## src/rtl/seg7_scan_display.sv

```systemverilog
// rtl/seg7_scan_display.sv - 8-bit value + operator code to 4-digit multiplexed 7-segment display
//
// Converts an 8-bit unsigned value to BCD with a sequential shift-add-3
// engine (IDLE -> SHIFT x8 -> COMMIT) and scans the three decimal digits plus
// an operator glyph onto a 4-digit display with a rotating one-hot strobe.
//
// Ports:
//   clk    - single clock
//   reset  - asynchronous, active-high reset
//   value  - unsigned binary value to display (0..255)
//   op     - operator key code; 0xA..0xF shown on digit 3, otherwise blank
//   load   - single-cycle strobe, captures value/op when idle (ignored while busy)
//   busy   - high while a conversion is in progress (SHIFT and COMMIT)
//   an     - one-hot active-high digit select: bit0 ones, bit1 tens, bit2 hundreds, bit3 operator
//   seg    - active-high segments, seg[0]=a .. seg[6]=g
//   dp     - decimal point, always 0
module seg7_scan_display #(
  parameter int REFRESH_DIV = 50000,
  parameter bit LZ_BLANK    = 1'b1
) (
  input  logic       clk,
  input  logic       reset,
  input  logic [7:0] value,
  input  logic [3:0] op,
  input  logic       load,
  output logic       busy,
  output logic [3:0] an,
  output logic [6:0] seg,
  output logic       dp
);

  // A divide of 1 still needs a 1-bit counter that simply stays at 0.
  localparam int PW = (REFRESH_DIV > 1) ? $clog2(REFRESH_DIV) : 1;
  localparam logic [PW-1:0] PRESC_LAST = PW'(REFRESH_DIV - 1);

  typedef enum logic [1:0] {
    IDLE   = 2'd0,
    SHIFT  = 2'd1,
    COMMIT = 2'd2
  } state_t;

  state_t          state, state_next;
  logic [7:0]      bin;
  logic [11:0]     bcd;
  logic [11:0]     bcd_adj;
  logic [2:0]      cnt;
  logic [3:0]      op_pend;
  logic [3:0]      dig_h, dig_t, dig_o, dig_op;
  logic [PW-1:0]   presc;

  always_ff @(posedge clk or posedge reset) begin
    if (reset) state <= IDLE;
    else       state <= state_next;
  end

  always_comb begin
    state_next = state;
    busy       = 1'b1;
    case (state)
      IDLE: begin
        busy = 1'b0;
        if (load) state_next = SHIFT;
      end
      // cnt==7 marks the 8th shift happening on this edge.
      SHIFT:   if (cnt == 3'd7) state_next = COMMIT;
      COMMIT:  state_next = IDLE;
      default: state_next = IDLE;
    endcase
  end

  // Add-3 correction applied to every BCD nibble before the shift.
  always_comb begin
    bcd_adj = bcd;
    for (int i = 0; i < 3; i++) begin
      if (bcd[4*i +: 4] >= 4'd5) bcd_adj[4*i +: 4] = bcd[4*i +: 4] + 4'd3;
    end
  end

  always_ff @(posedge clk or posedge reset) begin
    if (reset) begin
      bin     <= '0;
      bcd     <= '0;
      cnt     <= '0;
      op_pend <= '0;
      dig_h   <= '0;
      dig_t   <= '0;
      dig_o   <= '0;
      dig_op  <= '0;
    end else begin
      case (state)
        IDLE: begin
          if (load) begin
            bin     <= value;
            op_pend <= op;
            bcd     <= '0;
            cnt     <= '0;
          end
        end
        SHIFT: begin
          {bcd, bin} <= {bcd_adj[10:0], bin, 1'b0};
          cnt        <= cnt + 3'd1;
        end
        COMMIT: begin
          // All four display registers update together so the scan never
          // shows a half-updated number.
          dig_h  <= bcd[11:8];
          dig_t  <= bcd[7:4];
          dig_o  <= bcd[3:0];
          dig_op <= op_pend;
        end
        default: ;
      endcase
    end
  end

  // Refresh prescaler and digit strobe run independently of conversions.
  always_ff @(posedge clk or posedge reset) begin
    if (reset) begin
      presc <= '0;
      an    <= 4'b0001;
    end else if (presc == PRESC_LAST) begin
      presc <= '0;
      an    <= {an[2:0], an[3]};
    end else begin
      presc <= presc + PW'(1);
    end
  end

  function automatic logic [6:0] glyph(input logic [3:0] d);
    case (d)
      4'h0: glyph = 7'h3F;
      4'h1: glyph = 7'h06;
      4'h2: glyph = 7'h5B;
      4'h3: glyph = 7'h4F;
      4'h4: glyph = 7'h66;
      4'h5: glyph = 7'h6D;
      4'h6: glyph = 7'h7D;
      4'h7: glyph = 7'h07;
      4'h8: glyph = 7'h7F;
      4'h9: glyph = 7'h6F;
      4'hA: glyph = 7'h77;
      4'hB: glyph = 7'h7C;
      4'hC: glyph = 7'h39;
      4'hD: glyph = 7'h5E;
      4'hE: glyph = 7'h79;
      default: glyph = 7'h71;
    endcase
  endfunction

  always_comb begin
    seg = 7'h00;
    case (an)
      4'b0001: seg = glyph(dig_o);
      4'b0010: if (!(LZ_BLANK && dig_h == 4'd0 && dig_t == 4'd0)) seg = glyph(dig_t);
      4'b0100: if (!(LZ_BLANK && dig_h == 4'd0)) seg = glyph(dig_h);
      4'b1000: if (dig_op >= 4'hA) seg = glyph(dig_op);
      default: seg = 7'h00;
    endcase
  end

  assign dp = 1'b0;

endmodule

```

## config.mk

```make
export PLATFORM = sky130hd
export DESIGN_NAME = seg7_scan_display
export DESIGN_NICKNAME = d
export VERILOG_FILES = /design/src/rtl/seg7_scan_display.sv
export SDC_FILE = /design/constraint.sdc
export NUM_CORES = 1
export LEC_CHECK = 0
export ABC_CLOCK_PERIOD_IN_PS = 4800
export CORE_MARGIN = 2
export CORE_UTILIZATION = 42
export CTS_BUF_LIST = sky130_fd_sc_hd__clkbuf_2
export CTS_CLUSTER_SIZE = 40
export DETAILED_ROUTE_END_ITERATION = 6
export DONT_BUFFER_PORTS = 1
export GPL_ROUTABILITY_DRIVEN = 0
export PLACE_DENSITY = 0.63
export SLEW_MARGIN = 10
export SYNTH_ARGS = -nofsm -noshare
export SYNTH_HDL_FRONTEND = slang
export SYNTH_SLANG_ARGS = --single-unit
```

## constraint.sdc

```tcl
create_clock -name clk -period 4.8 [get_ports clk]
set_input_delay 0.48 -clock clk [delete_from_list [all_inputs] [get_ports clk]]
set_output_delay 0.48 -clock clk [all_outputs]
set_load 0.005 [all_outputs]
```

==> impl_metrics.toml <==
[run_status]
status = "finished, final reports clean"

[critical_path]
r2r_slack_ps = 2610
cp_data_required_time_ps = 4320
start_kind = "flop"
cp.arrival_ps = 2740
r2r_start = "presc[5]"
critPathKind = "flop to primary output"
worstSetupEndpointType = "primary output"
worst-path-max-fanout = 7
r2r-end = "an[3]"
reg2regPathDepth = 4

[routing]
vias = 2791
drc = 0
wl_per_cell_um = 14.3
viasPerCell = 5.45
first_iter_violations = 87
dr.pass1.iters = 4
routed_wl_mm = 7.30
ant_nets = 0

[timing]
worstMarginPinSlew_ps = 920
max_slew_margin_pct = 38.7
rsz0062_at_grt = "no"
max_freq_mhz = 310
fin_crit_sh_pct = 67.2
worst_slack_ps = 1580
maxSlewViolCount = 0
setup_viol = 0
skew_ps = 36.0
timing_hold_violations_final = 0
fin_tns_setup_ps = 0
period_minus_slack_ps = 3220

[yosys]
ys_seq_elements = 65
ys_async_sr_fraction_pct = 100
synth.cell_area_um2 = 3960
yosys_warnings = 0
synthCells = 403
synth_edf_count = 0
yosysSeqAreaShare_pct = 41.1
synthFlopType = "dfrtp_1"
avgSynthCellArea_um2 = 9.82
yosysUniqueCellTypes = 48
synth_fp_nets = 451

[clocking]
cts_root_buffer = "clkbuf_2"
cts_setup_buffers = 0
htree_levels = 3
clockBufferDepth = 2
worstSkewPairLatency_ps = 500
cts_tree = "done"
cts_sinks = 65
cts.reportedPaths.clkPinSlew_ps = 190
cts.repair.resized = 0
numCtsBuffers = 9
hold_buffers = 0

[pwr]
ir_drop_mv = 0.181
powerDensity_nw_per_um2 = 516
leakagePower_nw = 1.87

[place]
dp_slack_ps = 2140
dp_hpwl_mm = 5.29
dp_cells = 496
post_dp_cell_area_um2 = 4040
port_buffers = 0

[final_layout]
syn2layout_area_growth_pct = 5.09
final_area_um2 = 4160
finalNetCount = 444
antenna_cells = 0
final_util_pct = 45.2
layout_common_cells = "dfrtp_1 (64), nand2_1 (38), ha_1 (33)"
mostFrequentLayoutCell = "dfrtp_1"
drive_above_1_share_pct = 13.2
instances_no_fill = 512

[die]
die_w_um = 101
die_h_um = 101
dieArea_um2 = 10200
ios = 28
start_util_pct = 43.0
coreArea_um2 = 9200
rows = 35

[global_routing]
grt_pass1_vias = 2588
grt_max_degree = 66
grt_pass1_wl_mm = 12.3
gr-usage-all-layers_pct = 15.3
gr-total-overflow = 0
met1_usage_pct = 20.3
grt.busiest_layer = "met2"
grtUsageMet3_pct = 4.02
grt_util_met2_pct = 24.0
antenna_found_initial = 0

[hold_path]
hold_class = "primary input to asynchronous set/reset pin"

[run]
drv_cap = 0
worst max-delay path: stages (launching register included):
cell	delay, ps
dfrtp_1	490
inv_1	130
ha_1	200
or3b_4	410
o31ai_4	350
a221oi_1	90
or4_1	570
worst max path at each step:
| stage | startpoint | endpoint | depth (start not counted) |
|---|---|---|---|
| floorplan | dig_h[0] | seg[4] | 6 |
| global placement | dig_h[0] | seg[4] | 6 |
| detailed placement | dig_h[0] | seg[4] | 6 |
| CTS | dig_h[0] | seg[4] | 6 |
| global route | dig_h[0] | seg[3] | 6 |
| finish | dig_h[0] | seg[4] | 6 |
logic make-up (layout without fill, tap and decap cells):
| kind of cell | count (synthesis) | count (layout) | synth area share (%) |
|---|---|---|---|
| muxes | 34 | 34 | 9.32 |
| other | 1 | 1 | 0.0947 |
| DFF | 65 | 65 | 41.1 |
| AOI/OAI and AO/OA | 80 | 80 | 13.2 |
| xor gates and xnor gates | 17 | 17 | 3.76 |
| and+or+nand+nor | 133 | 133 | 18.0 |
| buffers and inverters | 40 | 38 | 4.05 |
| adders and majority gates | 33 | 33 | 10.4 |
power breakdown:
part	switching, W	leakage [nW]	total [W]	internal [W]
Sequential	0.000220	0.825	0.000927	0.000707
Clock	0.000211	0.0729	0.000336	0.000125
Combinational	0.000464	0.974	0.000884	0.000421
synth_stat cells (all sizes together), types with 2 or more instances:
cell type | instances | area, um2
nor4b | 3 | 26.3
nor3b | 3 | 27.5
nand2b | 12 | 75.1
mux2i | 11 | 110
nor4 | 3 | 33.8
nand2 | 38 | 143
a21oi | 21 | 105
a311oi | 5 | 43.8
nor2 | 21 | 78.8
o22ai | 10 | 62.6
a221oi | 2 | 17.5
xnor2 | 8 | 70.1
or4b | 2 | 20.0
nand4 | 3 | 18.8
mux2 | 23 | 259
clkbuf | 16 | 60.1
xor2 | 9 | 78.8
o31ai | 5 | 51.3
buf | 5 | 28.8
inv | 19 | 71.3
or3 | 6 | 37.5
dfrtp | 64 | 1600
or2 | 4 | 25.0
a32o | 3 | 30.0
a211oi | 10 | 75.1
and3 | 2 | 12.5
ha | 33 | 413
nor3 | 5 | 25.0
nand3 | 13 | 65.1
or4 | 4 | 30.0
nor2b | 10 | 62.6
o21ai | 20 | 100
stage by stage:
step / hold slack (ps) / power [W]
2_1_floorplan: 448 / 0.00163
6_report: 55.6 / 0.00215
3_3_place_gp: 466 / 0.00180
3_5_place_dp: 473 / 0.00183
5_1_grt: 33.1 / 0.00235
4_1_cts: 54.1 / 0.00217
final cells by class:
class                           instances  area, um2
Clock buffer                            9       45.0
Clock inverter                          7       77.6
Fill cell                             890       5040
Inverter                               19       71.3
Multi-Input combinational cell        298       2180
Sequential cell                        65       1630
Tap cell                              111        139
Timing Repair Buffer                    3       22.5
routing by layer:
metal / up-vias / routed length (um)
met3: 9 / 234
met2: 42 / 3450
met1: 1324 / 3510
met5: - / 0
met4: 0 / 112
li1: 1416 / -
flip-flops by register name, indices dropped and copies added, names as in the netlist:
| name | flops |
|---|---|
| state | 2 |
| dig_o | 4 |
| op_pend | 4 |
| dig_h | 4 |
| bin | 8 |
| presc | 16 |
| dig_op | 4 |
| cnt | 3 |
| bcd | 12 |
| dig_t | 4 |
| an | 4 |
No activity file was read; power rests on OpenSTA's default activity.
